$ cat src/rtl/operand_forwarding_unit_pkg.sv
// Shared types for the ALU bypass producer: bypass source codes and the
// in-flight writer slot record tracked through EX/MEM/WB.
package operand_forwarding_unit_pkg;

    localparam int REG_IDX_W = 5;
    localparam int NUM_SLOTS = 3;

    // Slot order used everywhere: 0 = EX, 1 = MEM, 2 = WB.
    localparam int SLOT_EX  = 0;
    localparam int SLOT_MEM = 1;
    localparam int SLOT_WB  = 2;

    typedef enum logic [1:0] {
        BYPASS_SRC_NONE = 2'd0,
        BYPASS_SRC_MEM  = 2'd1,
        BYPASS_SRC_WB   = 2'd2,
        BYPASS_SRC_HOLD = 2'd3
    } bypass_src_e;

    typedef struct packed {
        logic                 valid;
        logic [REG_IDX_W-1:0] rd;
        logic                 is_load;
    } slot_t;

    // A writer in EX this cycle sits in MEM next cycle, and so on; the
    // youngest matching slot is the architecturally correct producer.
    function automatic bypass_src_e slot_to_src(input logic [NUM_SLOTS-1:0] hit);
        bypass_src_e src;
        src = BYPASS_SRC_NONE;
        if (hit[SLOT_EX]) begin
            src = BYPASS_SRC_MEM;
        end else if (hit[SLOT_MEM]) begin
            src = BYPASS_SRC_WB;
        end else if (hit[SLOT_WB]) begin
            src = BYPASS_SRC_HOLD;
        end
        return src;
    endfunction

endpackage

$ cat src/rtl/operand_forwarding_unit_slot_pipe.sv
// Three-entry EX->MEM->WB shift pipe of register writers, with per-slot
// source-index match for the two ID source operands.
module forwarding_slot_pipe
    import operand_forwarding_unit_pkg::*;
(
    input  logic                 clock,
    input  logic                 reset_n,
    input  logic                 push,
    input  logic [REG_IDX_W-1:0] push_rd,
    input  logic                 push_is_load,
    input  logic                 flush,
    input  logic [REG_IDX_W-1:0] rs1,
    input  logic [REG_IDX_W-1:0] rs2,
    output logic [NUM_SLOTS-1:0] hit1,
    output logic [NUM_SLOTS-1:0] hit2,
    output logic                 ex_is_load
);

    slot_t slots [NUM_SLOTS];

    // A flush kills the instruction currently in EX, so it never reaches MEM.
    always_ff @(posedge clock) begin
        if (!reset_n) begin
            for (int i = 0; i < NUM_SLOTS; i++) begin
                slots[i] <= '0;
            end
        end else begin
            slots[SLOT_EX]  <= push ? slot_t'{valid: 1'b1, rd: push_rd, is_load: push_is_load} : '0;
            slots[SLOT_MEM] <= flush ? '0 : slots[SLOT_EX];
            slots[SLOT_WB]  <= slots[SLOT_MEM];
        end
    end

    always_comb begin
        hit1 = '0;
        hit2 = '0;
        for (int i = 0; i < NUM_SLOTS; i++) begin
            hit1[i] = slots[i].valid && (rs1 != '0) && (slots[i].rd == rs1);
            hit2[i] = slots[i].valid && (rs2 != '0) && (slots[i].rd == rs2);
        end
    end

    assign ex_is_load = slots[SLOT_EX].valid & slots[SLOT_EX].is_load;

endmodule

$ cat src/rtl/operand_forwarding_unit.sv
// ALU bypass producer: decides per issued instruction whether operands A/B
// come from the single bypass_data bus, and stalls ID when that cannot work.
module operand_forwarding_unit
    import operand_forwarding_unit_pkg::*;
#(
    parameter int XLEN       = 32,
    parameter int REG_ADDR_W = 5
) (
    input  logic                  clock,
    input  logic                  reset_n,
    input  logic                  id_valid,
    input  logic [REG_ADDR_W-1:0] id_rs1,
    input  logic [REG_ADDR_W-1:0] id_rs2,
    input  logic                  id_uses_rs1,
    input  logic                  id_uses_rs2,
    input  logic [REG_ADDR_W-1:0] id_rd,
    input  logic                  id_reg_write,
    input  logic                  id_is_load,
    input  logic                  flush,
    input  logic [XLEN-1:0]       mem_result,
    input  logic [XLEN-1:0]       wb_result,
    output logic                  stall,
    output logic [XLEN-1:0]       bypass_data,
    output logic                  use_bypass_a,
    output logic                  use_bypass_b
);

    logic [NUM_SLOTS-1:0] hit1;
    logic [NUM_SLOTS-1:0] hit2;
    logic [NUM_SLOTS-1:0] hit_a;
    logic [NUM_SLOTS-1:0] hit_b;
    logic                 ex_is_load;
    logic                 match_a;
    logic                 match_b;
    logic                 load_use;
    logic                 conflict;
    logic                 issue;
    logic                 push;
    bypass_src_e          src_a;
    bypass_src_e          src_b;
    bypass_src_e          sel_q;
    logic [XLEN-1:0]      hold_q;
    logic                 use_a_q;
    logic                 use_b_q;

    forwarding_slot_pipe u_slot_pipe (
        .clock        (clock),
        .reset_n      (reset_n),
        .push         (push),
        .push_rd      (id_rd),
        .push_is_load (id_is_load),
        .flush        (flush),
        .rs1          (id_rs1),
        .rs2          (id_rs2),
        .hit1         (hit1),
        .hit2         (hit2),
        .ex_is_load   (ex_is_load)
    );

    // An operand only bypasses when the ALU actually reads that source.
    assign hit_a   = id_uses_rs1 ? hit1 : '0;
    assign hit_b   = id_uses_rs2 ? hit2 : '0;
    assign match_a = |hit_a;
    assign match_b = |hit_b;
    assign src_a   = slot_to_src(hit_a);
    assign src_b   = slot_to_src(hit_b);

    // Load data is not on mem_result, and the bus carries only one source.
    assign load_use = ex_is_load & (hit_a[SLOT_EX] | hit_b[SLOT_EX]);
    assign conflict = match_a & match_b & (src_a != src_b);

    assign stall = reset_n & id_valid & ~flush & (load_use | conflict);
    assign issue = id_valid & ~stall & ~flush;
    assign push  = issue & id_reg_write & (id_rd != '0);

    always_ff @(posedge clock) begin
        if (!reset_n) begin
            sel_q   <= BYPASS_SRC_NONE;
            use_a_q <= 1'b0;
            use_b_q <= 1'b0;
            hold_q  <= '0;
        end else begin
            hold_q <= wb_result;
            if (issue) begin
                sel_q   <= match_a ? src_a : src_b;
                use_a_q <= match_a;
                use_b_q <= match_b;
            end else begin
                sel_q   <= BYPASS_SRC_NONE;
                use_a_q <= 1'b0;
                use_b_q <= 1'b0;
            end
        end
    end

    always_comb begin
        bypass_data = '0;
        if (use_a_q | use_b_q) begin
            case (sel_q)
                BYPASS_SRC_MEM:  bypass_data = mem_result;
                BYPASS_SRC_WB:   bypass_data = wb_result;
                BYPASS_SRC_HOLD: bypass_data = hold_q;
                default:         bypass_data = '0;
            endcase
        end
    end

    assign use_bypass_a = use_a_q;
    assign use_bypass_b = use_b_q;

endmodule
$ cat config.mk
export PLATFORM = sky130hd
export DESIGN_NAME = operand_forwarding_unit
export DESIGN_NICKNAME = d
export VERILOG_FILES = /design/src/rtl/operand_forwarding_unit_pkg.sv /design/src/rtl/operand_forwarding_unit_slot_pipe.sv /design/src/rtl/operand_forwarding_unit.sv
export SDC_FILE = /design/constraint.sdc
export NUM_CORES = 1
export LEC_CHECK = 0
export BUFFER_PORTS_ARGS = -buffer_cell sky130_fd_sc_hd__buf_2
export CORE_MARGIN = 2
export CORE_UTILIZATION = 30
export CTS_CLUSTER_SIZE = 30
export DETAILED_ROUTE_END_ITERATION = 8
export GPL_TIMING_DRIVEN = 0
export HOLD_SLACK_MARGIN = 0.02
export PLACE_DENSITY = 0.55
export SYNTH_ARGS = -nofsm -noshare
export SYNTH_HDL_FRONTEND = slang
export SYNTH_HIERARCHICAL = 1
export SYNTH_SLANG_ARGS = --single-unit
export TNS_END_PERCENT = 10
$ cat constraint.sdc
create_clock -name clock -period 2.05 [get_ports clock]
set_input_delay 0.205 -clock clock [delete_from_list [all_inputs] [get_ports clock]]
set_output_delay 0.205 -clock clock [all_outputs]
set_load 0.02 [all_outputs]
==> results.md <==
* Worst Path Required at 1.85 ns
* EDFF count, synth at 0
* HPWL Detailed at 5.81 mm
* MaxCap Viol Count at 0
* Crit-path slowest cell: or4_4
* Final Hold Fails at 0
* Sequential element share of the synthesized area at 38.5%
* #FFs+latches synth at 55
* DRC viols at 0
* Ratio of final minimum period to clock period at 123%
* Via density at 4.59
* Power Density at 530 mW/mm^2
* CP startpoint: id_rs2[3]
* Worst Skew at 0.00765 ns
* Die Y-Extent at 102 um
* Largest net degree at the start of global routing at 19
* Top-count cell post-synth: dfxtp_1
* Nets at 533
* Synthesized area per cell at 9.48 um^2
* Post-placement cell count at 552
* Slew Viols, Final at 0
* H-tree depth at 2
* Port bufs at 121
* Crit Path Class: in2out
* Slew @ Worst Pin at 0.495 ns
* Post-Syn Area at 0.00286 mm^2
* Area of the multi-input gates at 0.00195 mm^2
* CTS tree: built
* Global Route Usage Sum at 14.8%
* DP Worst Slack at -0.512 ns
* Reg clk slew, reported paths at 0.11 ns
* Syn_nets at 389
* Number of global-route vias before repair at 2,621
* Top-area cell type share of the netlist area at 38.5%
* Worst-path cell chain: buf_2, or4_4, nor2_4, buf_6, nor4_4, buf_4, o31ai_4, nor2_4, a21oi_2, a31oi_2, and3_1, buf_6
* CTS sink count at 55
* Bufs on Longest Clock Path at 2
* Yosys warns at 6
* CP max FO at 4
* CTS Root Cell: clkbuf_8
* CP delay by family, top: simple AND/OR/NAND/NOR gates
* Hold_sp: wb_result[18]
* Synth top cells by count: dfxtp_1, and2_1, nor2_1
* Initial drt markers at 96
* Placement row count at 35
* Avg WL per Cell at 13.6 um
* Synth area leaders: dfxtp_1, mux2_2, and2_1
* CP Launch Type: primary input
* WP buf/inv at 4
* Routed wire length at 7.83 mm
* DR vias at 2,644
* Worst slew margin at 67.0%
* Failing checks: setup timing
* Setup Viol. Count Final at 8
* ANT cells at 0
* Endpoint type of the worst setup path: output pin
* Io pins at 122
* Cells after synthesis at 302
* F_max at 397 MHz
* Static leakage at 1.76 nW
* Slowest stage delay, CP at 0.53 ns
* Clk_lat worst skew at 0.32 ns
* Ys flop type: dfxtp_1
* Count of cell types in the netlist at 32
* RD Place Congestion at 0.752
* Post-cts hold buffer count at 0
* Layout Area Growth over Synthesis at 47.4%
* FILL cells at 892
* TritonCTS Buffers at 5
* Synth area leader: dfxtp_1
* Starting Density at 31.0%
* First-pass GRT wire length at 12.4 mm
* Outcome: finished, violations left
* Core Area at 0.00924 mm^2
* Initial antenna violation count at 0
* Die X at 102 um
* Final non-filler cell total at 576
* Worst VDD drop at 0.413 mV
* Minimum clock period at 2.52 ns
* Register area at 0.00112 mm^2
* Post-route ant nets at 0
* Remaining Overflow, GRT at 0
* Post-synthesis async set-or-reset flop share at 0%
* Die Area at 0.0103 mm^2
* HP Class: in2reg
* R2R Path Start: u_slot_pipe/slots[0][12]$_SDFF_PP0_
* Unrepaired setup endpoints after global routing: true
* Layout cells sized above 1 at 54.1%
* Crit path arrival time at 2.31 ns
* DR pass1 iterations at 4
* Worst Slack Setup Final at -0.466 ns
## sequential cells by signal, summed over array words and instances (netlist names)
register	cells
hold_q	32
sel_q	2
u_slot_pipe/slots	19
use_bypass_a	1
use_bypass_b	1
## placed cells by master (no fill, tap or decap), types with 5 or more instances in the layout
master	count
xor2_1	12
and3_1	5
clkbuf_2	5
buf_2	121
xnor2_2	11
and2_1	46
dfxtp_1	46
dfxtp_2	7
buf_4	22
nor2_1	32
nand4_1	6
clkbuf_8	5
mux2_2	32
xnor2_1	9
a22oi_1	32
nor4_4	6
clkbuf_1	6
## worst reg2reg max path, delay by kind of cell (launching register included)
family	cells	cell delay (ns)
AO/OA/AOI/OAI	3	0.51
XOR/XNOR	2	0.31
buffers and inverters	2	0.34
flip-flops	1	0.35
AND/OR/NAND/NOR	4	0.64
## power breakdown
| group | leakage (nW) | total (mW) | internal, mW | switching [mW] |
|---|---|---|---|---|
| registers | 0.457 | 1.11 | 1.10 | 0.0112 |
| clock network | 0.0703 | 0.873 | 0.496 | 0.378 |
| logic | 1.24 | 0.248 | 0.137 | 0.111 |
## metal layers
metal	track usage [%]	part of all wire [%]	routed length, um	up-vias
li1	-	-	-	1347
met1	19.5	44	3460	1207
met2	24.6	48	3780	76
met3	2.48	5.0	395	14
met4	4.68	2.4	191	0
met5	0	0	0	-
## path summary, 6_finish.rpt
| path | to | slack [ns] | depth (start not counted) |
|---|---|---|---|
| max | stall | -0.47 | 12 |
| min | hold_q[18]$_SDFF_PN0_ | 0.09 | 2 |
| max reg2reg | u_slot_pipe/slots[0][0]$_SDFF_PN0_ | -0.17 | 11 |
| min reg2reg | u_slot_pipe/slots[0][17]$_SDFF_PN0_ | 0.51 | 1 |
## layout make-up
| cell class | instances | area share [%] |
|---|---|---|
| clock buffer | 5 | 1.63 |
| timing repair buffer | 137 | 17.5 |
| inverter | 1 | 0.0890 |
| clock inverter | 3 | 1.69 |
| tap | 129 | 3.83 |
| sequential | 55 | 26.5 |
| multi-input combinational | 227 | 46.3 |
| buffer | 19 | 2.43 |
## per-stage QoR
stage	util, %	hold slack (ns)	power (mW)	setup TNS (ns)	instance area, um^2
final	45.6	0.0944	2.24	-1.82	4220
after global routing	45.6	0.0891	2.33	-4.62	4220
after CTS	43.5	0.0873	2.25	-1.33	4020
after detailed placement	39.5	0.426	1.36	-4.61	3650
after global placement	39.5	0.420	1.35	-4.21	3650
after floorplan	-	0.327	1.23	-0.138	2880
## logic make-up after synthesis
group	share of synthesized area, %
xor gates and xnor gates	9.79
buffers and inverters	3.24
and+or+nand+nor	22.9
DFF	38.5
muxes	12.6
AOI/OAI and AO/OA	13.0
## timing repair
| action | 4_1_cts | 5_1_grt |
|---|---|---|
| pin swaps | 14 | 12 |
| gates resized for setup | 32 | 38 |
| buffers inserted | 11 | 5 |
| endpoints found under the setup margin | 32 | 43 |
Power figures use the tool's default switching activity.
